[src/rtl/prco_fetch_unit.sv]
// prco_fetch_unit: pipelined instruction fetch front end for the prco core.
// It generates PCs, issues reads with several requests in flight, buffers the
// returned words in an in-order instruction queue and handles branch redirects.
// A redirect squashes both the queue contents and any reads still in flight.
// Optional build macro PRCO_FETCH_DEBUG_EN adds a pop pulse and a pop counter.
module prco_fetch_unit #(
   parameter int ADDR_W      = 16,
   parameter int INSTR_W     = 16,
   parameter int QUEUE_DEPTH = 4,
   parameter int PC_RESET    = 0,
   parameter int PC_LIMIT    = 0
) (
   input  logic               i_clk,
   input  logic               i_reset,
   input  logic               i_en,
   output logic               q_mem_req,
   output logic [ADDR_W-1:0]  q_mem_addr,
   input  logic               i_mem_ack,
   input  logic               i_mem_valid,
   input  logic [INSTR_W-1:0] i_mem_data,
   output logic               q_instr_valid,
   output logic [INSTR_W-1:0] q_instr,
   output logic [ADDR_W-1:0]  q_instr_pc,
   input  logic               i_instr_ready,
   input  logic               i_branch,
   input  logic [ADDR_W-1:0]  i_branch_target
`ifdef PRCO_FETCH_DEBUG_EN
   ,
   output logic               q_debug_instr_clk,
   output logic [31:0]        q_fetch_count
`endif
);

   localparam int PTR_W = (QUEUE_DEPTH > 1) ? $clog2(QUEUE_DEPTH) : 1;
   localparam int CNT_W = $clog2(QUEUE_DEPTH + 1);
   localparam logic [ADDR_W-1:0] RESET_ADDR = ADDR_W'(PC_RESET);
   localparam logic [ADDR_W-1:0] LIMIT_ADDR = ADDR_W'(PC_LIMIT);
   localparam logic [CNT_W-1:0]  DEPTH_CNT  = CNT_W'(QUEUE_DEPTH);

   // Address sequencing: wrap to the reset PC after the limit, else increment
   function automatic logic [ADDR_W-1:0] next_addr(input logic [ADDR_W-1:0] a);
      if (PC_LIMIT != 0 && a >= LIMIT_ADDR)
         next_addr = RESET_ADDR;
      else
         next_addr = a + ADDR_W'(1);
   endfunction

   logic [ADDR_W-1:0]  pc;
   logic [ADDR_W-1:0]  resp_pc;
   logic [CNT_W-1:0]   outstanding;
   logic [CNT_W-1:0]   drop;
   logic [CNT_W-1:0]   count;
   logic [CNT_W-1:0]   outstanding_nxt;
   logic [CNT_W-1:0]   drop_base;
   logic [CNT_W-1:0]   drop_nxt;
   logic [CNT_W:0]     in_flight;
   logic [PTR_W-1:0]   rd_ptr;
   logic [PTR_W-1:0]   wr_ptr;
   logic [INSTR_W-1:0] q_data [QUEUE_DEPTH];
   logic [ADDR_W-1:0]  q_pc   [QUEUE_DEPTH];
   logic               issue;
   logic               push;
   logic               pop;
   logic               full;

   // The issue cap counts queued words plus reads in flight, so every
   // response always has a queue slot waiting for it.
   assign in_flight     = {1'b0, count} + {1'b0, outstanding};
   assign q_mem_req     = i_en & ~i_reset & (in_flight < {1'b0, DEPTH_CNT});
   assign q_mem_addr    = pc;
   assign issue         = q_mem_req & i_mem_ack;
   assign q_instr_valid = (count != '0);
   assign full          = (count == DEPTH_CNT);
   assign pop           = q_instr_valid & i_instr_ready & ~i_branch;
   assign push          = i_mem_valid & (drop == '0) & ~i_branch;
   assign q_instr       = q_instr_valid ? q_data[rd_ptr] : '0;
   assign q_instr_pc    = q_instr_valid ? q_pc[rd_ptr]   : '0;

   // In-flight and squash bookkeeping; a redirect marks every read still in
   // flight after this cycle's ack and response as stale.
   always_comb begin
      outstanding_nxt = outstanding + CNT_W'(issue) - CNT_W'(i_mem_valid);
      drop_base       = drop;
      if (i_mem_valid && drop != '0)
         drop_base = drop - CNT_W'(1);
      drop_nxt = drop_base;
      if (i_branch)
         drop_nxt = drop_base + outstanding_nxt;
   end

   // Fetch PC, expected response PC and in-flight counters
   always_ff @(posedge i_clk or posedge i_reset) begin
      if (i_reset) begin
         pc          <= RESET_ADDR;
         resp_pc     <= RESET_ADDR;
         outstanding <= '0;
         drop        <= '0;
      end else begin
         outstanding <= outstanding_nxt;
         drop        <= drop_nxt;
         if (i_branch) begin
            pc      <= i_branch_target;
            resp_pc <= i_branch_target;
         end else begin
            if (issue)
               pc <= next_addr(pc);
            if (push)
               resp_pc <= next_addr(resp_pc);
         end
      end
   end

   // Queue pointers and occupancy; a redirect empties the queue outright
   always_ff @(posedge i_clk or posedge i_reset) begin
      if (i_reset) begin
         count  <= '0;
         rd_ptr <= '0;
         wr_ptr <= '0;
      end else if (i_branch) begin
         count  <= '0;
         rd_ptr <= '0;
         wr_ptr <= '0;
      end else begin
         count <= count + CNT_W'(push) - CNT_W'(pop);
         if (push)
            wr_ptr <= wr_ptr + PTR_W'(1);
         if (pop)
            rd_ptr <= rd_ptr + PTR_W'(1);
      end
   end

   // Queue storage: each entry holds the word and the address it came from
   always_ff @(posedge i_clk) begin
      if (push) begin
         q_data[wr_ptr] <= i_mem_data;
         q_pc[wr_ptr]   <= resp_pc;
      end
   end

   // Pushing into a full queue without a pop means the issue cap was broken
   a_no_overflow: assert property (@(posedge i_clk) disable iff (i_reset)
                                   !(push && full && !pop));

`ifdef PRCO_FETCH_DEBUG_EN
   // Debug pop pulse and free-running count of instructions handed over
   always_ff @(posedge i_clk or posedge i_reset) begin
      if (i_reset) begin
         q_debug_instr_clk <= 1'b0;
         q_fetch_count     <= '0;
      end else begin
         q_debug_instr_clk <= pop;
         if (pop)
            q_fetch_count <= q_fetch_count + 32'd1;
      end
   end
`else
   // Debug build disabled: no pop pulse or pop counter is present
`endif

endmodule

[config.mk]
export PLATFORM = sky130hd
export DESIGN_NAME = prco_fetch_unit
export DESIGN_NICKNAME = d
export VERILOG_FILES = /design/src/rtl/prco_fetch_unit.sv
export SDC_FILE = /design/constraint.sdc
export NUM_CORES = 1
export LEC_CHECK = 0
export ABC_AREA = 1
export CAP_MARGIN = 20
export CORE_MARGIN = 3
export CORE_UTILIZATION = 55
export DETAILED_ROUTE_END_ITERATION = 8
export PLACE_DENSITY = 0.78
export SYNTH_ARGS = -nofsm -noshare
export SYNTH_HDL_FRONTEND = slang
export SYNTH_SLANG_ARGS = --single-unit
[constraint.sdc]
create_clock -name i_clk -period 8.9 [get_ports i_clk]
set_input_delay 1.335 -clock i_clk [delete_from_list [all_inputs] [get_ports i_clk]]
set_output_delay 1.335 -clock i_clk [all_outputs]
set_load 0.01 [all_outputs]
==> results of run 1 <==
-- power by group --
group | leakage (nW) | switching (mW) | internal, mW
clock network | 0.234 | 0.275 | 0.356
registers | 1.71 | 0.0772 | 0.954
logic | 1.76 | 0.462 | 0.339
total | 3.71 | 0.814 | 1.65
-- synthesized netlist by cell type (all sizes together) --
cell type and number:
nand3b 3, nor3 9, o21bai 1, nand2 137, o211ai 6, nor2 160, o311ai 1, inv 64
a21oi 44, nand3 38, clkinv 1, edfxtp 128, buf 19, xor2 6, dfrtp 45, a31oi 2
o21ai 85, a22oi 1, nand4 10, a21o 1, fa 3, ha 15, clkbuf 13, xnor2 4
-- worst max-delay path, stage by stage (launching register included) --
cell and delay [ns]:
dfrtp_2 0.38, buf_4 0.31, inv_2 0.79, o21ai_0 0.25, a21oi_1 0.28, clkdlybuf4s50_1 0.58
-- flip-flops by register name (all words and copies together), names as in the netlist --
register	cells
count	3
drop	3
outstanding	3
q_data	64
q_mem_addr	16
q_pc	64
rd_ptr	2
resp_pc	16
wr_ptr	2
-- layer usage --
metal	wire length, um	track usage
met3	1160	0.0522
met1	7450	0.300
met4	339	0.0801
met2	8590	0.368
met5	0	0
-- kinds of logic (layout without fill, tap and decap cells) --
| kind of cell | Yosys count | in the layout | synth area share |
|---|---|---|---|
| buffers and inverters | 97 | 191 | 0.0491 |
| XOR/XNOR | 10 | 10 | 0.0110 |
| AO/OA/AOI/OAI | 141 | 141 | 0.0931 |
| AND/OR/NAND/NOR | 357 | 357 | 0.188 |
| adder cells (fa/ha/maj) | 18 | 18 | 0.0313 |
| flip-flops | 173 | 173 | 0.627 |
-- through the flow --
stage	std cells	power (mW)	hold WS, ns
2_1_floorplan	796	1.50	0.496
6_report	1070	2.46	0.545
3_3_place_gp	1037	1.81	0.535
5_1_grt	1070	2.61	0.561
3_5_place_dp	1037	1.84	0.533
4_1_cts	1069	2.47	0.546
-- worst paths after layout --
path,end,depth (start not counted)
worst max-delay path,q_instr_pc[6],5
worst min-delay path,outstanding[0],1
worst max register to register,drop[2],13
worst min register to register,outstanding[0],1
max in group asynchronous,rd_ptr[0],3
min in group asynchronous,count[1],3
-- cell type report --
type	instances	area, um2	share of cell area
clock inverters	4	22.5	0.00238
flip-flops and latches	173	4970	0.525
repair buffers	94	946	0.0999
clock buffers	28	467	0.0493
well taps	180	225	0.0238
multi-input cells	526	2600	0.274
inverters	65	244	0.0258
==> flow_summary_export.csv, run 1 <==
group,metric,value,unit
floorplanning,initial_core_util,0.567,
critical_path,worstSetupStartpoint,"rd_ptr[0]",
layout,layout_commonest_cell,"nor2_1",
critical_path,worstPathArrival,3.06,ns
clocking,htreeDepth,4,
timing,min_period_over_period,0.494,
timing,hold_viol,0,
timing,max_freq,228,MHz
layout,area_growth_syn_to_layout,19.5,%
logic_synthesis,syn_nets,853,
global_route,grt-ovfl-total,0,
timing,setup_viol,0,
timing,tightest_slew,1.05,ns
floorplanning,core,0.0140,mm2
global_route,grt_pass1_wl,28.7,mm
run,max_cap_violations,0,
routing,finalWirelength,17.5,mm
clocking,cts_resized,0,
clocking,cts_root_buffer,"clkbuf_16",
routing,wl_per_cell,16.4,um
outcome,outcome,"complete, no violations",
timing,fin_ws,4.50,ns
layout,postLayoutCoreUtil,0.677,
clocking,cts_tree,"built",
floorplanning,die_h,126,um
clocking,clock_latency,0.41,ns
power,power.density,260,mW/mm2
placement,portBuffers,88,
layout,fill_cells,1033,
routing,first_iter_violations,631,
logic_synthesis,syn_area_per_cell,9.96,um2
layout,drive_above_1_share,0.0528,
timing,min_period,4.40,ns
layout,mostFrequentLayoutCells,"nor2_1, nand2_1, edfxtp_1",
global_route,antenna_found_initial,0,
power,peakVddDrop,0.000158,V
critical_path,cp_max_fo,66,
power,p_leak,3.71,nW
timing,rsz0062_at_grt,"false",
timing,totalNegativeSetupSlack,0,ns
placement,dp_hpwl,11.2,mm
timing,relSlewSlack,0.299,
routing,drt_first_pass_iters,5,
critical_path,reg2reg_from,"outstanding[1]",
logic_synthesis,synth_area,0.00793,mm2
critical_path,start_kind,"flop",
clocking,cts_max_path_buffers,2,
routing,drc,0,
logic_synthesis,synth_top_cell_by_area,"edfxtp_1",
layout,antenna_cells,0,
critical_path,r2r_slack,5.77,ns
placement,place_congestion,0.909,
global_route,track_usage,0.226,
timing,fin_skew,0.0100,ns
clocking,cts_setup_buffers,0,
logic_synthesis,yosysWarnings,0,
routing,drtAntennaViolNets,0,
logic_synthesis,synth_cell_types,34,
global_route,grt_max_degree,67,
floorplanning,rows,43,
critical_path,endpoint_kind,"primary output",
placement,placed_area,0.00896,mm2
logic_synthesis,synth-seq-cells,173,
clocking,numClockSinks,173,
clocking,numCtsBuffers,17,
hold_path,worstHoldStart,"outstanding[0]",
logic_synthesis,synth_top_area_frac,0.485,
floorplanning,die_x,126,um
placement,place_ws,4.29,ns
global_route,grt_pass1_vias,5990,
floorplanning,ioPinCount,89,
routing,vias,5972,
layout,nets,934,
critical_path,worstSetupPathType,"flop to primary output",
hold_path,min_path_type,"flop to flop",
clocking,path_clk_slew,0.06,ns
timing,slew_violations,0,
logic_synthesis,ys_seq_area_frac,0.627,
logic_synthesis,synthTopCellsByArea,"edfxtp_1, dfrtp_1, nor2_1",
floorplanning,die-area,0.0159,mm2
routing,viasPerCell,5.58,
clocking,cts_hold_buf,0,
layout,final_area,0.00947,mm2
critical_path,required,7.57,ns
logic_synthesis,synthCells,796,
No activity file was read; power rests on OpenSTA's default activity.
==> inputs of run 2 (changes only) <==
CORE_UTILIZATION = 51   (was 55)
PLACE_DENSITY = 0.76   (was 0.78)
clock period = 3.9 ns   (was 8.9 ns; I/O delays follow)
==> run 2 against run 1 <==
  * Via count shrank 1.6%
  * Utilization down 3.1 points
  * Flip-flop and latch count did not move
  * Cell area is 1.4% higher
  * Count of clock-buffer cells in the layout decreased by 10
  * Critical path depth increased by 1
  * Sequential share of layout area is 0.74 points lower
  * Clock skew is 0.00078 ns higher
  * Clock power rose to 2.5 times the previous value
  * Wire length decreased by 2.5%
  * Cell count grew 1.4%
  * Largest power group unchanged
  * Highest routed layer unchanged
==> flow_summary_export.csv, run 2 (same netlist as run 1, synthesis figures left out) <==
group,metric,value,unit
floorplanning,die-area,0.0171,mm2
layout,fill_cells,1154,
routing,viasPerCell,5.41,
layout,final_area,0.00961,mm2
outcome,outcome,"complete, no violations",
critical_path,worstSetupPathType,"flop to primary output",
routing,wl_met1,7.50,mm
global_route,grt_pass1_vias,5502,
run,max_cap_violations,0,
timing,rsz0062_at_grt,"false",
timing,totalNegativeSetupSlack,0,ns
layout,reg_top3,"q_data: 64 flops, q_pc: 64 flops",
floorplanning,die_x,131,um
floorplanning,core,0.0149,mm2
layout,mostFrequentLayoutCells,"nor2_1, nand2_1, edfxtp_1",
critical_path,endpoint_kind,"primary output",
clocking,path_clk_slew,0.06,ns
routing,wl_met3,921,um
floorplanning,die_h,131,um
clocking,numClockSinks,173,
routing,drc,0,
global_route,track_usage,0.209,
routing,drtAntennaViolNets,0,
power,p_leak,3.78,nW
timing,relSlewSlack,0.591,
hold_path,min_path_type,"flop to flop",
routing,maxUsedRoutingLayer,"met4",
global_route,grt_pass1_wl,27.5,mm
layout,layout_commonest_cell,"nor2_1",
timing,hold_viol,0,
hold_path,min_path_cells,2,
routing,drt_first_pass_iters,5,
layout,postLayoutCoreUtil,0.646,
timing,tightest_slew,0.613,ns
floorplanning,initial_core_util,0.533,
placement,dp_hpwl,11.3,mm
clocking,cts_resized,0,
routing,first_iter_violations,500,
global_route,grt-ovfl-total,0,
clocking,cts_max_path_buffers,2,
power,peakVddDrop,0.000310,V
layout,area_growth_syn_to_layout,21.2,%
timing,max_freq,323,MHz
critical_path,cp_max_fo,21,
layout,fin_cells,1085,
routing,met2_wirelength,8.36,mm
timing,setup_viol,0,
clocking,cts_setup_buffers,0,
layout,nets,945,
power,power,5.78,mW
layout,drive_above_1_share,0.0755,
clocking,cts_tree,"built",
placement,portBuffers,88,
placement,placed_area,0.00904,mm2
critical_path,worstSetupStartpoint,"rd_ptr[1]",
clocking,numCtsBuffers,17,
timing,slew_violations,0,
power,power.density,601,mW/mm2
critical_path,worstPathArrival,2.51,ns
critical_path,reg2reg_from,"outstanding[1]",
placement,dpl.cell_count,1053,
timing,min_period,3.09,ns
layout,antenna_cells,0,
critical_path,start_kind,"flop",
timing,fin_skew,0.0108,ns
clocking,clock_latency,0.43,ns
clocking,cts_root_buffer,"clkbuf_16",
critical_path,worst-r2r-cell-count,13,
clocking,cts_hold_buf,0,
floorplanning,ioPinCount,89,
routing,wl_per_cell,15.8,um
routing,vias,5875,
timing,min_period_over_period,0.793,
global_route,antenna_found_initial,0,
critical_path,required,3.31,ns
clocking,htreeDepth,4,
global_route,grt_max_degree,46,
hold_path,worstHoldStart,"q_mem_addr[4]",
floorplanning,rows,44,
placement,place_congestion,0.944,
routing,finalWirelength,17.1,mm
==> run 2: cell count changes in the layout (fill, tap and decap cells not counted), sizes merged <==
cell / before / now
clkinvlp: 1 / 3
clkbuf: 28 / 18
inv: 64 / 67
clkinv: 4 / 8
buf: 6 / 17
bufinv: 0 / 1
==> run 2: path summary, 6_finish.rpt <==
kind                       slack (ns)        endpoint
setup / recovery                 0.81  q_instr_pc[15]
hold / removal                   0.56   q_mem_addr[4]
setup reg to reg                 0.82         drop[2]
hold reg to reg                  0.56   q_mem_addr[4]
max in group asynchronous        2.81       rd_ptr[0]
min in group asynchronous        0.64  outstanding[2]
==> run 2: per-layer routing <==
metal / global-route usage / up-vias
met5: 0 / -
met4: 0.0738 / 0
met3: 0.0398 / 28
met2: 0.355 / 205
met1: 0.271 / 2767
li1: - / 2875
==> run 2: per-stage QoR <==
stage | worst slack [ns] | hold WS, ns
after global placement | 0.570 | 0.545
after global routing | 0.602 | 0.598
after CTS | 0.750 | 0.553
after floorplan | 0.941 | 0.496
final | 0.809 | 0.559
after detailed placement | 0.503 | 0.538
==> run 2: area by class of cell <==
class	count	area, um2	share of cell area
well taps	184	230	0.0240
repair buffers	105	1020	0.106
clock inverters	14	136	0.0142
inverters	65	244	0.0254
clock buffers	18	429	0.0447
multi-input cells	526	2580	0.268
flip-flops and latches	173	4970	0.517
==> run 2: where the power goes <==
group          switching (mW)  internal [mW]
logic                    1.02          0.786
clock network           0.705          0.889
registers               0.197           2.18
==> run 2: worst max-delay path: stages, from the launching register on <==
cell             delay [ns]
dfrtp_1                0.35
clkinv_1               0.34
buf_4                  0.37
nor2_1                 0.13
o21ai_0                0.10
a21oi_1                0.21
clkdlybuf4s50_1        0.57
==> inputs of run 3 (changes only) <==
clock period = 2.66 ns   (was 3.9 ns; I/O delays follow)
==> run 3 against run 2 <==
  * Cell area is 4.4% higher
  * Critical path type is now flop to flop
  * Count of clock-buffer cells in the layout is 1 lower
  * Register-to-register slack worse by 0.96 ns
  * Sequential share of layout area is 2.2 points lower
  * First-iteration DRC count is 6.6% higher
  * The flow now finishes with violations (negative setup slack)
  * Wire length is 7.1% higher
==> flow_summary_export.csv, run 3 (same netlist as run 1, synthesis figures left out) <==
group,metric,value,unit
critical_path,cp_max_fo,3,
layout,area_growth_syn_to_layout,26.6,%
floorplanning,ioPinCount,89,
critical_path,crit_chain,"ha_1 > nand3_1 > nand3b_1 > nor2_4 > nand2_4 > ha_4 > inv_2 > ha_4 > fa_1 > fa_2 > nand3b_1 > nand3_1 > nand2_1 > nand2_1",
clocking,numCtsBuffers,17,
placement,portBuffers,88,
clocking,cts_tree,"built",
placement,dp_hpwl,11.7,mm
critical_path,slowest_stage,"fa_1",
routing,first_iter_violations,533,
global_route,track_usage,0.219,
power,peakVddDrop,0.000554,V
global_route,grt_pass1_wl,28.7,mm
layout,drive_above_1_share,0.102,
timing,min_period,2.80,ns
hold_path,min_path_type,"primary input to asynchronous set/reset pin",
critical_path,reg2reg_from,"count[1]",
routing,finalWirelength,18.3,mm
routing,wl_per_cell,16.6,um
power,p_leak,4.21,nW
floorplanning,rows,44,
global_route,grt_pass1_vias,5758,
layout,layout_commonest_cell,"nor2_1",
routing,drc,0,
floorplanning,die_x,131,um
run,max_cap_violations,0,
floorplanning,die_h,131,um
timing,setup_viol,3,
critical_path,cpLargestDelayFamily,"adder cells",
power,switching_power,2.93,mW
timing,max_freq,357,MHz
critical_path,critPathBufInv,1,
outcome,violations,"negative setup slack",
critical_path,worstSetupPathType,"flop to flop",
layout,antenna_cells,0,
global_route,grt_max_degree,46,
floorplanning,die-area,0.0171,mm2
floorplanning,initial_core_util,0.533,
clocking,path_clk_slew,0.06,ns
timing,fin_skew,0.00891,ns
global_route,grt-ovfl-total,0,
timing,min_period_over_period,1.05,
clocking,cts_hold_buf,0,
clocking,cts_max_path_buffers,2,
power,power_frac_comb,0.334,
clocking,htreeDepth,4,
timing,rsz0062_at_grt,"true",
routing,vias,6008,
power,seqPwrFrac,0.382,
layout,fill_cells,1102,
layout,mostFrequentLayoutCells,"nor2_1, nand2_1, edfxtp_1",
routing,drtAntennaViolNets,0,
power,power,9.06,mW
routing,viasPerCell,5.44,
clocking,numClockSinks,173,
critical_path,start_kind,"flop",
placement,place_congestion,0.952,
floorplanning,core,0.0149,mm2
routing,drt_first_pass_iters,5,
timing,tightest_slew,0.474,ns
outcome,outcome,"finished with violations",
timing,hold_viol,0,
critical_path,required,3.03,ns
critical_path,worstSetupStartpoint,"count[1]",
critical_path,crit_path_max_incr_delay,0.48,ns
critical_path,worstPathArrival,3.17,ns
timing,relSlewSlack,0.684,
critical_path,endpoint_kind,"flop",
clocking,clock_latency,0.43,ns
power,p_clk_frac,0.284,
timing,slew_violations,0,
power,power.density,903,mW/mm2
layout,nets,964,
global_route,antenna_found_initial,0,
power,internal_power,6.12,mW
layout,postLayoutCoreUtil,0.675,
power,switching_share,0.324,
layout,reg_top3,"q_data: 64 flops, q_pc: 64 flops",
clocking,cts_root_buffer,"clkbuf_16",
timing,fin_ws,-0.141,ns
==> run 3: stage by stage <==
stage	instance area (um2)	hold WS (ns)	TNS (ns)	instances	setup WS [ns]
floorplan	7960	0.496	-22.67	796	-0.175
global placement	9220	0.538	-0.379	1066	-0.227
detailed placement	9220	0.562	-0.496	1066	-0.287
CTS	9880	0.351	-0.188	1099	-0.142
global route	10000	0.382	-0.487	1104	-0.282
finish	10000	0.348	-0.181	1104	-0.141
==> run 3: tightest hold or removal path, stage by stage <==
cell	delay [ns]
clkdlybuf4s50_1	0.42
clkinv_1	0.08
buf_12	0.24
==> run 3: layer usage <==
| metal | part of all wire | vias up | track usage |
|---|---|---|---|
| met5 | 0 | - | 0 |
| met4 | 0.017 | 0 | 0.0835 |
| met3 | 0.064 | 31 | 0.0480 |
| met2 | 0.50 | 232 | 0.362 |
| met1 | 0.42 | 2832 | 0.286 |
| li1 | - | 2913 | - |
==> run 3: layout make-up <==
class	instances	area, um2	area share
well taps	184	230	0.0229
repair buffers	124	1340	0.133
inverters	65	250	0.0249
flip-flops and latches	173	4970	0.496
multi-input cells	526	2620	0.261
clock inverters	15	196	0.0196
clock buffers	17	425	0.0424
==> run 3: power groups by stage <==
| stage | combinational (mW) | sequential (mW) | clock, mW |
|---|---|---|---|
| 6_report | 3.02 | 3.46 | 2.57 |
| 3_5_place_dp | 2.86 | 3.49 | 0 |
| 2_1_floorplan | 1.59 | 3.44 | 0 |
| 5_1_grt | 3.35 | 3.49 | 2.71 |
| 3_3_place_gp | 2.79 | 3.48 | 0 |
| 4_1_cts | 2.92 | 3.44 | 2.61 |
==> run 3: repair_timing <==
action | CTS | global route
setup buffers | 1 | 3
cloned | 0 | 2
gates resized for setup | 7 | 27
endpoints found under the setup margin | 17 | 25
pin swaps | 2 | 3
==> run 3: worst paths after layout <==
kind | endpoint | slack, ns | cells after the start
setup / recovery | drop[2] | -0.14 | 14
hold / removal | count[1] | 0.35 | 3
setup reg to reg | drop[2] | -0.14 | 14
hold reg to reg | q_mem_addr[4] | 0.58 | 2
max in group asynchronous | resp_pc[13] | 2.09 | 3
min in group i_clk | resp_pc[8] | 0.56 | 3
